`config.mk`:
```
export PLATFORM = sky130hd
export DESIGN_NAME = detector_jogada
export DESIGN_NICKNAME = d
export VERILOG_FILES = /design/src/rtl/detector_jogada.sv
export SDC_FILE = /design/constraint.sdc
export NUM_CORES = 1
export LEC_CHECK = 0
export BUFFER_PORTS_ARGS = -buffer_cell sky130_fd_sc_hd__buf_2
export CAP_MARGIN = 20
export CORE_UTILIZATION = 30
export CTS_CLUSTER_SIZE = 28
export DETAILED_ROUTE_END_ITERATION = 6
export PLACE_DENSITY = 0.44
export SETUP_SLACK_MARGIN = 0.4
export SYNTH_ARGS = -nofsm -noshare
export SYNTH_HDL_FRONTEND = slang
export SYNTH_SLANG_ARGS = --single-unit
export TNS_END_PERCENT = 10
```
`constraint.sdc`:
```
create_clock -name clock -period 2.05 [get_ports clock]
set_input_delay 0.205 -clock clock [delete_from_list [all_inputs] [get_ports clock]]
set_output_delay 0.205 -clock clock [all_outputs]
set_load 0.01 [all_outputs]
```
`src/rtl/detector_jogada.sv`:
```
// Player-move input stage: synchronises and debounces four buttons, then emits one
// strobe per accepted press. The next press is accepted only after the buttons are released.
module detector_jogada #(
   parameter int ESTAVEL = 2
) (
   input  logic       clock,
   input  logic       reset,
   input  logic       habilita,
   input  logic [3:0] botoes,
   output logic [3:0] jogada,
   output logic       jogada_feita,
   output logic       jogada_multipla,
   output logic       ocupado,
   output logic [2:0] db_estado
);

   localparam int CW = $clog2(ESTAVEL + 1);
   localparam logic [CW-1:0] CNT_FIM = CW'(ESTAVEL - 1);
   localparam logic [CW-1:0] CNT_MAX = {CW{1'b1}};

   typedef enum logic [2:0] {
      ESPERA = 3'b000,
      FILTRA = 3'b001,
      EMITE  = 3'b010,
      SOLTA  = 3'b011
   } estado_t;

   estado_t        estado;
   logic [3:0]     botoes_m;
   logic [3:0]     botoes_s;
   logic [3:0]     amostra;
   logic [CW-1:0]  cnt;
   logic [CW-1:0]  cnt_inc;
   logic           um_quente;

   // Two-flop synchroniser; only botoes_s is visible to the FSM.
   always_ff @(posedge clock or negedge reset) begin
      if (!reset) begin
         botoes_m <= 4'b0000;
         botoes_s <= 4'b0000;
      end else begin
         botoes_m <= botoes;
         botoes_s <= botoes_m;
      end
   end

   assign um_quente = (amostra != 4'b0000) && ((amostra & (amostra - 4'd1)) == 4'b0000);
   assign cnt_inc   = (cnt == CNT_MAX) ? cnt : cnt + 1'b1;
   assign db_estado = estado;

   always_ff @(posedge clock or negedge reset) begin
      if (!reset) begin
         estado          <= ESPERA;
         amostra         <= 4'b0000;
         cnt             <= '0;
         jogada          <= 4'b0000;
         jogada_feita    <= 1'b0;
         jogada_multipla <= 1'b0;
         ocupado         <= 1'b0;
      end else begin
         jogada_feita    <= 1'b0;
         jogada_multipla <= 1'b0;
         case (estado)
            ESPERA: begin
               if (botoes_s != 4'b0000 && habilita) begin
                  amostra <= botoes_s;
                  cnt     <= '0;
                  estado  <= FILTRA;
                  ocupado <= 1'b1;
               end
            end
            FILTRA: begin
               if (!habilita || botoes_s == 4'b0000) begin
                  estado  <= ESPERA;
                  ocupado <= 1'b0;
               end else if (botoes_s != amostra) begin
                  amostra <= botoes_s;
                  cnt     <= '0;
               end else if (cnt == CNT_FIM) begin
                  // Strobes are raised on entry so they are high for exactly the EMITE cycle.
                  estado <= EMITE;
                  if (um_quente) begin
                     jogada       <= amostra;
                     jogada_feita <= 1'b1;
                  end else begin
                     jogada_multipla <= 1'b1;
                  end
               end else begin
                  cnt <= cnt_inc;
               end
            end
            EMITE: begin
               estado <= SOLTA;
               cnt    <= '0;
            end
            SOLTA: begin
               if (botoes_s != 4'b0000) begin
                  cnt <= '0;
               end else if (cnt == CNT_FIM) begin
                  estado  <= ESPERA;
                  ocupado <= 1'b0;
               end else begin
                  cnt <= cnt_inc;
               end
            end
            default: begin
               estado  <= ESPERA;
               ocupado <= 1'b0;
            end
         endcase
      end
   end

endmodule

```
; ---- Word level (Yosys, flattened, before mapping)
; Index checks and enable logic that the tools add are counted.
[op_classes]
addsub = 2
eq_ne = 14
n_mux = 33
n_bitwise = 4
n_reduce_logical = 16
[ops]
columns = cell, count
row1 = 2-to-1 mux 3 bit, 6
row2 = AND reduction 5 bit, 3
row3 = 2-to-1 mux 1 bit, 14
row4 = 2-to-1 mux 2 bit, 6
row5 = 2-to-1 mux 4 bit, 3
row6 = != test 2 bit (second input constant), 6
row7 = case mux 3 bit (4 select lines), 1
row8 = nonzero test 4 bit, 3
row9 = logical NOT 4 bit, 2
row10 = case mux 2 bit (4 select lines), 1
row11 = case mux 4 bit (2 select lines), 1
row12 = == test 3 x 2 -> 1 bit (second input constant), 2
row13 = != test 3 bit (second input constant), 2
row14 = AND 4 bit, 1
row15 = != test 4 bit, 1
row16 = case mux 1 bit (4 select lines), 1
row17 = AND reduction 4 bit, 1
row18 = subtractor 4 x 1 -> 4 bit (second input constant), 1
row19 = == test 3 x 1 -> 1 bit (second input constant), 1
row20 = logical NOT 3 bit, 1
row21 = NOT 1 bit, 3
row22 = AND reduction 3 bit, 1
row23 = adder 2 x 1 -> 2 bit (second input constant), 1
row24 = == test 2 x 1 -> 1 bit (second input constant), 1
row25 = other kinds (5), 6
[word_totals]
ff_bits = 24
inputBits = 7
out_inout_bits = 10
word_cells = 78

; ---- Logic depth before layout (Yosys ltp)
; Gate-level depths: netlist of the first run.
[depth]
word_depth = 9
mapped_depth = 6
mapped_depth_nobuf = 5

; ---- Worst setup path before layout of the first run
; No wires, ideal clock.
[synth_timing]
kind = register to register
from = reg botoes_s[0]
to = reg jogada[0]
setup_ns = 0.127
t_arrival_ns = 1.585
required_ns = 1.923
path_slack_ns = 0.337
stages_incl_launch_ff = 7
n_path_buf = 1
path_cell_list = dfrtp_1 > or4_4 > buf_6 > nand2_8 > nor2_4 > nand3_4 > mux2_1
[synth_between]
elab_chain_cells = 4
[synth_rtl]
columns = element, line
row1 = from (decl), 30  ; logic [3:0] botoes_s;
row2 = from (signal assigned), 43  ; botoes_s <= botoes_m;
row3 = logical NOT 4 bit, 73  ; if (!habilita || botoes_s == 4'b0000) begin
row4 = logical OR 1 bit, 73
row5 = NOT 1 bit (no line), --
row6 = AND reduction 5 bit (no line) (*), --
row7 = to (signal assigned), 83  ; jogada <= amostra;
row8 = to (decl), 10  ; output logic [3:0] jogada,
; Every way passes the cells marked *; elsewhere a longest branch is shown, timed or not.
; A chain may end at the register's enable or synchronous reset.

; ---- Worst setup path after layout of the first run
[layout_timing]
from = reg botoes_s[1]
to = reg jogada[3]
; The elaborated chain is that of the path after synthesis.

==> results of run 1 <==
-- synth_stat cells --
cell	count
a22o_1	1
nand4_1	1
and3_1	1
xnor2_1	4
mux2_1	4
buf_6	1
nor2b_1	1
nor2_4	1
dfrtp_1	23
a21oi_1	5
or4_4	1
xor2_1	1
o21ai_0	3
or3_1	1
nand2_1	2
nand3b_1	2
buf_4	1
o31ai_1	1
nor3b_1	1
nand2_8	1
mux2_2	4
inv_1	1
conb_1	1
nand3_4	1
o21ai_1	1
mux2i_1	1
nor2_1	5
o211ai_1	1
-- path summary, 6_finish.rpt --
| kind | cells after the start | start | slack [ns] | endpoint |
|---|---|---|---|---|
| worst min register to register | 0 | botoes_m[0] | 0.36 | botoes_s[0] |
| max in group asynchronous | 2 | reset | 1.30 | amostra[3] |
| worst max-delay path | 5 | botoes_s[1] | 0.39 | jogada[3] |
| worst min-delay path | 3 | habilita | 0.24 | db_estado[0] |
| worst max register to register | 5 | botoes_s[1] | 0.39 | jogada[3] |
| min in group asynchronous | 2 | reset | 0.38 | jogada_multipla |
-- repair_timing --
| action | 4_1_cts | 5_1_grt |
|---|---|---|
| hold endpoints to repair | 27 | 0 |
| gates resized for setup | 0 | 4 |
| hold buffers | 5 | 0 |
| endpoints found under the setup margin | 4 | 10 |
| pin swaps | 4 | 6 |
| buffers inserted | 9 | 3 |
-- placed cells by master (no fill, tap or decap), drive strengths merged --
cell / n
nor3b: 1
o21ai: 4
mux2i: 1
inv: 1
nor2b: 1
o31ai: 1
xnor2: 4
a21oi: 5
nand2: 3
dlygate4sd3: 5
nand4: 1
buf: 28
dfrtp: 23
nor2: 6
mux2: 8
o211ai: 1
or4: 1
clkbuf: 4
nand3b: 2
xor2: 1
or3: 1
conb: 1
a22o: 1
nand3: 1
and3: 1
-- logic make-up (layout without fill, tap and decap cells) --
logic type | count (synthesis) | count (layout) | synth area share [%]
and+or+nand+nor | 18 | 18 | 14.1
other | 1 | 1 | 0.395
DFF | 23 | 23 | 60.7
xor gates and xnor gates | 5 | 5 | 4.62
AOI/OAI and AO/OA | 12 | 12 | 7.26
buffers and inverters | 3 | 38 | 2.37
muxes | 9 | 9 | 10.6
-- registers in the layout, indices dropped and copies added (netlist names) --
| register | count |
|---|---|
| amostra | 4 |
| botoes_m | 4 |
| botoes_s | 4 |
| cnt | 2 |
| db_estado | 2 |
| jogada | 4 |
| jogada_feita | 1 |
| jogada_multipla | 1 |
| ocupado | 1 |
-- metrics by stage --
step                hold WS, ns  total power [W]  cells
global route              0.230         0.000881    150
CTS                       0.227         0.000832    147
finish                    0.238         0.000831    150
floorplan               -0.0906         0.000572     71
global placement          0.206         0.000608    129
detailed placement        0.210         0.000607    129
-- critical path, delay by kind of cell (launching register included) --
kind / cells / cell delay (ns)
DFF: 1 / 0.40
muxes: 1 / 0.30
and+or+nand+nor: 4 / 0.87
-- layout make-up --
class	count	area, um2
Fill cell	298	1760
Tap cell	44	55.1
Multi-Input combinational cell	45	380
Inverter	1	3.75
Sequential cell	23	577
Clock buffer	4	26.3
Timing Repair Buffer	33	226
-- routing by layer --
layer | up-vias | GRT usage [%] | part of all wire, %
li1 | 315 | - | -
met1 | 294 | 12.2 | 44
met2 | 15 | 18.4 | 51
met3 | 2 | 4.69 | 4.7
met4 | 0 | 4.08 | 1.1
met5 | - | 0 | 0
-- power breakdown --
| group | leakage, nW | switching [W] | internal [W] |
|---|---|---|---|
| logic | 0.302 | 0.0000554 | 0.0000693 |
| clock network | 0.0150 | 0.000125 | 0.0000759 |
| registers | 0.288 | 0.0000279 | 0.000477 |
| total | 0.605 | 0.000208 | 0.000623 |
==> run_results.csv, run 1 <==
group,metric,value,unit
die,dieArea,3390,um2
routing,postRouteAntennaNets,0,
layout,postLayoutCoreUtil,41.9,%
placed_design,dp_slack,0.319,ns
power,p_leak,0.605,nW
logic_synthesis,synth_area,948,um2
cts,clockBufferDepth,2,
logic_synthesis,synth_area_leader_cell,"dfrtp_1",
logic_synthesis,synth.ff_latch_count,23,
flow_run,cap_violations,0,
cts,cts-htree-levels,1,
routing,via_count,626,
worst_setup_path,crit_path_cell_trace,"or4_4 > nand2_8 > nor2_4 > nand3_4 > mux2_4",
placed_design,io_buffers,15,
logic_synthesis,seq_area_frac_synth,60.7,%
logic_synthesis,synth.area.top_cells,"dfrtp_1, mux2_1, mux2_2",
placed_design,dp.final_hpwl,1060,um
sta,fmax,601,MHz
die,io_pins,17,
sta,skew,0.00858,ns
worst_setup_path,end_kind,"flip-flop",
cts,cts_buffers,3,
global_routing,overflow,0,
worst_setup_path,crit_arrival,1.87,ns
min_path,hold_class,"primary input to flip-flop",
power,powerDensity,655,nW/um2
die,initial_core_util,31.3,%
layout,fin_area,1270,um2
sta,rsz0062_at_grt,"yes",
outcome,outcome,"complete, no violations",
routing,dr.first_iter.drc_count,10,
routing,wl_per_cell,11.2,um
cts,tritoncts,"built",
routing,drc_errors,0,
sta,drv_slew,0,
die,num_rows,20,
worst_setup_path,crit_type,"flip-flop to flip-flop",
worst_setup_path,cp_slowest_cell,"or4_4",
global_routing,antenna_found_initial,0,
layout,drive_above_1_share,43.4,%
routing,drtPass1Iterations,2,
global_routing,first_global_vias,606,
logic_synthesis,netlist.area_leader.share,60.7,%
sta,worst_pin_slew,0.514,ns
sta,period_share,81.2,%
worst_setup_path,slowest_delay,0.60,ns
cts,insertion_delay,0.30,ns
worst_setup_path,worstPathRequired,2.26,ns
worst_setup_path,start_kind,"flip-flop",
logic_synthesis,syn_area_per_cell,13.4,um2
worst_setup_path,worstPathMaxFanout,6,
global_routing,grt_max_degree,24,
layout,fin_nets,114,
power,ir_drop,454,uV
routing,via_per_inst,4.17,
logic_synthesis,syn-instance-count,71,
cts,tritoncts_num_sinks,23,
global_routing,grt_pass1_wl,2690,um
die,coreArea,3030,um2
logic_synthesis,synth.distinct_cells,28,
cts,clock-root-buffer,"clkbuf_4",
sta,period_needed,1.66,ns
routing,wirelength,1680,um
sta,setup-violations-final,0,
die,die_y,58.2,um
die,die_w,58.2,um
sta,hold_violations,0,
global_routing,grt_util_all_layers,10.9,%
layout,insertedDiodeCount,0,
sta,fin_setup_tns,0,ns
logic_synthesis,synth_nets,78,
cts,cts.reportedPaths.clkPinSlew,0.12,ns
sta,setup_ws,0.385,ns
placed_design,place_congestion,0.688,
logic_synthesis,yosysWarnings,0,
layout,syn_to_final_growth,33.8,%
placed_design,place_area,1080,um2
sta,relSlewSlack,65.7,%
Power figures use the tool's default switching activity.
==> inputs of run 2 (changes only) <==
==> constraint.sdc (replaced) <==
create_clock -name clock -period 1.6 [get_ports clock]
set_input_delay 0.16 -clock clock [delete_from_list [all_inputs] [get_ports clock]]
set_output_delay 0.16 -clock clock [all_outputs]
set_load 0.01 [all_outputs]
==> run 2 against run 1 <==
  * The run now ends with setup timing left
  * Combinational power increased by 38%
  * First-iteration DRC count increased by 10%
  * Sequential share of layout area decreased by 0.13 points
  * Total power increased by 30%
  * Die area unchanged
  * Critical endpoint is now jogada[0]
  * Largest cell class unchanged
==> run_results.csv, run 2 (same netlist as run 1, synthesis figures left out) <==
group,metric,value,unit
worst_setup_path,crit_path_cell_trace,"buf_6 > or4_4 > nand2_8 > nor2_4 > nand3_4 > mux2_4",
routing,wirelength,1590,um
layout,insertedDiodeCount,0,
layout,drive_above_1_share,43.8,%
sta,setup-violations-final,11,
placed_design,dp.final_hpwl,1140,um
sta,setup_ws,-0.128,ns
power,p_int,0.000806,W
placed_design,place_area,1160,um2
sta,fmax,579,MHz
die,initial_core_util,31.3,%
worst_setup_path,slowest_delay,0.53,ns
worst_setup_path,crit_arrival,1.93,ns
layout,fin_area,1270,um2
layout,syn_to_final_growth,34.2,%
layout,seq_area,577,um2
placed_design,place_congestion,0.722,
worst_setup_path,cp_slowest_cell,"or4_4",
routing,drtPass1Iterations,4,
global_routing,first_global_vias,587,
layout,fillCellCount,305,
cts,clockBufferDepth,2,
sta,worst_pin_slew,0.503,ns
die,io_pins,17,
worst_setup_path,cp_top_family,"simple AND/OR/NAND/NOR gates",
routing,dr.first_iter.drc_count,11,
cts,tritoncts_num_sinks,23,
global_routing,grt_pass1_wl,2630,um
worst_setup_path,end_kind,"flip-flop",
routing,wl_per_cell,10.7,um
cts,insertion_delay,0.30,ns
layout,fin_nets,113,
sta,period_share,108,%
worst_setup_path,crit_type,"flip-flop to flip-flop",
power,combinationalPowerShare,16.0,%
power,p_sw,0.000275,W
routing,drc_errors,0,
die,die_y,58.2,um
worst_setup_path,start_kind,"flip-flop",
power,clock_power_share,24.7,%
power,seqPwrFrac,59.3,%
cts,cts_buffers,3,
sta,relSlewSlack,66.5,%
flow_run,cap_violations,0,
worst_setup_path,worstPathRequired,1.80,ns
power,p_total,0.00108,W
cts,clock-root-buffer,"clkbuf_4",
die,coreArea,3030,um2
global_routing,grt_util_all_layers,10.4,%
global_routing,overflow,0,
die,dieArea,3390,um2
power,ir_drop,410,uV
die,num_rows,20,
outcome,violations,"setup timing",
routing,postRouteAntennaNets,0,
cts,cts-htree-levels,1,
min_path,hold_class,"primary input to flip-flop",
outcome,outcome,"complete, but fails checks",
power,powerDensity,849,nW/um2
sta,holdWs,0.209,ns
cts,cts.reportedPaths.clkPinSlew,0.13,ns
worst_setup_path,worstPathMaxFanout,4,
sta,drv_slew,0,
routing,via_count,625,
sta,period_needed,1.73,ns
sta,skew,0.00969,ns
layout,postLayoutCoreUtil,42.0,%
global_routing,grt_max_degree,24,
placed_design,io_buffers,15,
layout,layout_common_cells,"dfrtp_1, buf_2, buf_4, a21oi_1, dlygate4sd3_1",
sta,hold_violations,0,
layout,multi_input_area,379,um2
die,die_w,58.2,um
power,p_leak,0.599,nW
worst_setup_path,worst-path-buf-inv,1,
global_routing,antenna_found_initial,0,
sta,rsz0062_at_grt,"yes",
layout,final_common_cell,"dfrtp_1",
cts,tritoncts,"built",
routing,via_per_inst,4.19,
power,p_sw_share,25.4,%
==> run 2: changes by cell type in the layout (fill, tap and decap cells not counted), sizes merged <==
cell  delta
buf      -1
==> run 2: timing repair <==
action                     in CTS  in global routing
setup endpoints to repair      16                 15
hold endpoints to repair       27                  0
setup buffers                   1                  1
resized for setup               2                  4
pin swaps                       2                  2
hold buffers                    5                  0
==> run 2: layout make-up <==
class                   count  area share, %
clock buffers               4           2.06
repair buffers             32           18.2
multi-input cells          45           29.8
inverters                   1          0.295
flip-flops and latches     23           45.3
well taps                  44           4.33
==> run 2: path summary, 6_finish.rpt <==
path                             start  cells past startpoint  slack [ns]           end
hold / removal                habilita                      3        0.21  db_estado[0]
min in group asynchronous        reset                      2        0.33     jogada[1]
max in group asynchronous        reset                      2        0.90  db_estado[1]
hold reg to reg            botoes_m[1]                      0        0.37   botoes_s[1]
setup / recovery           botoes_s[2]                      6       -0.13     jogada[0]
setup reg to reg           botoes_s[2]                      6       -0.13     jogada[0]
==> run 2: layer usage <==
metal	part of all wire, %	global-route usage [%]
met5	0	0
met4	0.63	4.08
met3	2.9	2.01
met2	46	17.6
met1	50	13.2
==> run 2: tightest hold or removal path: cells and delay by family <==
family          cells  cell delay, ns
buf+inv             1            0.15
compound gates      2            0.16
==> run 2: power groups by stage <==
stage	sequential (W)	clock [W]	combinational, W
after global routing	0.000646	0.000301	0.000189
after global placement	0.000651	0	0.000158
after CTS	0.000641	0.000284	0.000169
final	0.000641	0.000267	0.000173
after floorplan	0.000653	0	0.0000801
after detailed placement	0.000652	0	0.000158
==> run 2: metrics by stage <==
step | setup slack [ns] | instances | setup TNS, ns
after floorplan | -0.105 | 71 | -0.420
after global placement | -0.0784 | 138 | -0.440
after detailed placement | -0.0746 | 138 | -0.427
after CTS | -0.0719 | 148 | -0.468
after global routing | -0.178 | 149 | -1.65
final | -0.128 | 149 | -0.998
==> inputs of run 3 (changes only) <==
--- a/config.mk
+++ b/config.mk
@@ -7,6 +7,7 @@
 export LEC_CHECK = 0
 export BUFFER_PORTS_ARGS = -buffer_cell sky130_fd_sc_hd__buf_2
 export CAP_MARGIN = 20
+export CORE_ASPECT_RATIO = 0.6
 export CORE_UTILIZATION = 30
 export CTS_CLUSTER_SIZE = 28
 export DETAILED_ROUTE_END_ITERATION = 6
==> run 3 against run 2 <==
  * The flow still finishes with violations (setup timing)
  * Cell count fell by 0.67%
  * Combinational power is essentially flat
  * Largest cell class unchanged
  * Register-to-register slack better by 0.09 ns
  * First-iteration DRC count grew to 3.2 times the previous value
  * Critical path type unchanged
==> run_results.csv, run 3 (same netlist as run 1, synthesis figures left out) <==
group,metric,value,unit
outcome,outcome,"complete, but fails checks",
outcome,violations,"setup timing",
die,die_y,45.6,um
sta,drv_slew,0,
power,p_leak,0.615,nW
worst_setup_path,r2r_cells,5,
min_path,holdPathEnd,"db_estado[0]",
worst_setup_path,cp_top_family,"simple AND/OR/NAND/NOR gates",
routing,wirelength,1550,um
global_routing,grt_util_all_layers,10.7,%
global_routing,grt_max_degree,24,
routing,postRouteAntennaNets,0,
cts,cts-htree-levels,1,
sta,holdWs,0.257,ns
layout,fillCellCount,295,
layout,multi_input_area,387,um2
worst_setup_path,crit_arrival,1.78,ns
routing,wl_per_cell,10.5,um
placed_design,place_area,1150,um2
cts,cts_buffers,3,
routing,via_per_inst,4.20,
die,die_w,74.6,um
die,num_rows,15,
worst_setup_path,worstReg2RegStart,"botoes_s[1]",
sta,period_needed,1.64,ns
layout,syn_to_final_growth,35.9,%
routing,via_count,621,
cts,clock-root-buffer,"clkbuf_8",
worst_setup_path,crit_type,"flip-flop to flip-flop",
placed_design,place_congestion,0.734,
die,io_pins,17,
layout,instances_no_fill,148,
cts,clockBufferDepth,2,
cts,insertion_delay,0.25,ns
worst_setup_path,end_kind,"flip-flop",
sta,skew,0.00100,ns
worst_setup_path,slowest_delay,0.59,ns
layout,fin_nets,114,
global_routing,grt_pass1_wl,2570,um
global_routing,antenna_found_initial,0,
layout,seq_area,577,um2
layout,layout_common_cells,"dfrtp_1, buf_2, buf_4, a21oi_1, dlygate4sd3_1",
worst_setup_path,worst-path-buf-inv,0,
layout,postLayoutCoreUtil,44.0,%
placed_design,dp.final_hpwl,1180,um
sta,setup-violations-final,7,
min_path,hold_depth,3,
layout,insertedDiodeCount,0,
die,initial_core_util,32.4,%
layout,fin_area,1290,um2
worst_setup_path,worstPathRequired,1.74,ns
cts,tritoncts,"built",
sta,rsz0062_at_grt,"yes",
routing,drc_errors,0,
worst_setup_path,crit_path_cell_trace,"or4_4 > nand2_8 > nor2_4 > nand3_4 > mux2_4",
cts,tritoncts_num_sinks,23,
layout,drive_above_1_share,46.2,%
worst_setup_path,start_kind,"flip-flop",
placed_design,placed_cells,137,
sta,setup_ws,-0.0415,ns
layout,final_common_cell,"dfrtp_1",
power,powerDensity,896,nW/um2
worst_setup_path,r2r-end,"jogada[3]",
sta,period_share,103,%
die,coreArea,2930,um2
min_path,min_from,"habilita",
worst_setup_path,rrSetupSlack,-0.04,ns
worst_setup_path,worstPathMaxFanout,4,
sta,hold_violations,0,
placed_design,io_buffers,15,
worst_setup_path,cp_slowest_cell,"or4_4",
sta,fmax,609,MHz
power,ir_drop,432,uV
global_routing,first_global_vias,574,
flow_run,cap_violations,0,
routing,dr.first_iter.drc_count,35,
min_path,hold_class,"primary input to flip-flop",
die,dieArea,3400,um2
routing,drtPass1Iterations,4,
cts,cts.reportedPaths.clkPinSlew,0.07,ns
global_routing,overflow,0,
-- run 3: cell count changes in the layout (fill, tap and decap cells not counted) --
cell and delta:
buf_12 -1, buf_4 +3, buf_6 -1, clkbuf_1 -1
clkbuf_4 -3, clkbuf_8 +3, clkinv_2 +1, xnor2_1 -1
xnor2_2 +1
-- run 3: cell type report --
cell class                      instances  area share [%]
Sequential cell                        23            44.8
Clock inverter                          1           0.388
Timing Repair Buffer                   33            17.3
Inverter                                1           0.291
Clock buffer                            3            3.20
Multi-Input combinational cell         45            30.0
Tap cell                               42            4.08
-- run 3: power breakdown --
part	total, W	switching [W]	leakage, nW	internal (W)
clock	0.000339	0.000166	0.0255	0.000173
combinational	0.000173	0.0000762	0.302	0.0000971
sequential	0.000642	0.0000302	0.287	0.000612
-- run 3: how the worst max path moves through the flow --
stage / slack, ns / end / cells after the start / from
6_report: -0.04 / jogada[3] / 5 / botoes_s[1]
5_1_grt: -0.11 / jogada[3] / 5 / amostra[3]
4_1_cts: -0.06 / jogada[3] / 5 / botoes_s[1]
3_5_place_dp: -0.07 / jogada[1] / 5 / botoes_s[1]
3_3_place_gp: -0.05 / jogada[3] / 5 / botoes_s[3]
2_1_floorplan: -0.11 / jogada[2] / 6 / botoes_s[3]
-- run 3: worst register-to-register path: stages (launching register included) --
cell     delay (ns)
dfrtp_1        0.38
or4_4          0.59
nand2_8        0.09
nor2_4         0.05
nand3_4        0.12
mux2_4         0.31
-- run 3: through the flow --
stage          total power (W)  worst slack, ns  setup TNS (ns)
3_3_place_gp          0.000809          -0.0541          -0.298
4_1_cts                0.00117          -0.0613          -0.363
6_report               0.00115          -0.0415          -0.218
2_1_floorplan         0.000733           -0.105          -0.420
5_1_grt                0.00122           -0.115          -0.845
3_5_place_dp          0.000807          -0.0695          -0.439
-- run 3: repair_timing --
item / CTS / global route
resized for setup: 1 / 5
setup endpoints to repair: 15 / 16
hold buffers: 5 / 0
buffers inserted: 2 / 0
cloned: 0 / 0
pin swaps: 1 / 2
hold endpoints to repair: 27 / 0
-- run 3: layer usage --
metal	up-vias	wire length [um]	GRT usage (%)
met1	289	846	15.2
met5	-	0	0
met3	2	74	4.65
met2	14	618	15.1
met4	0	8	2.26
li1	316	-	-
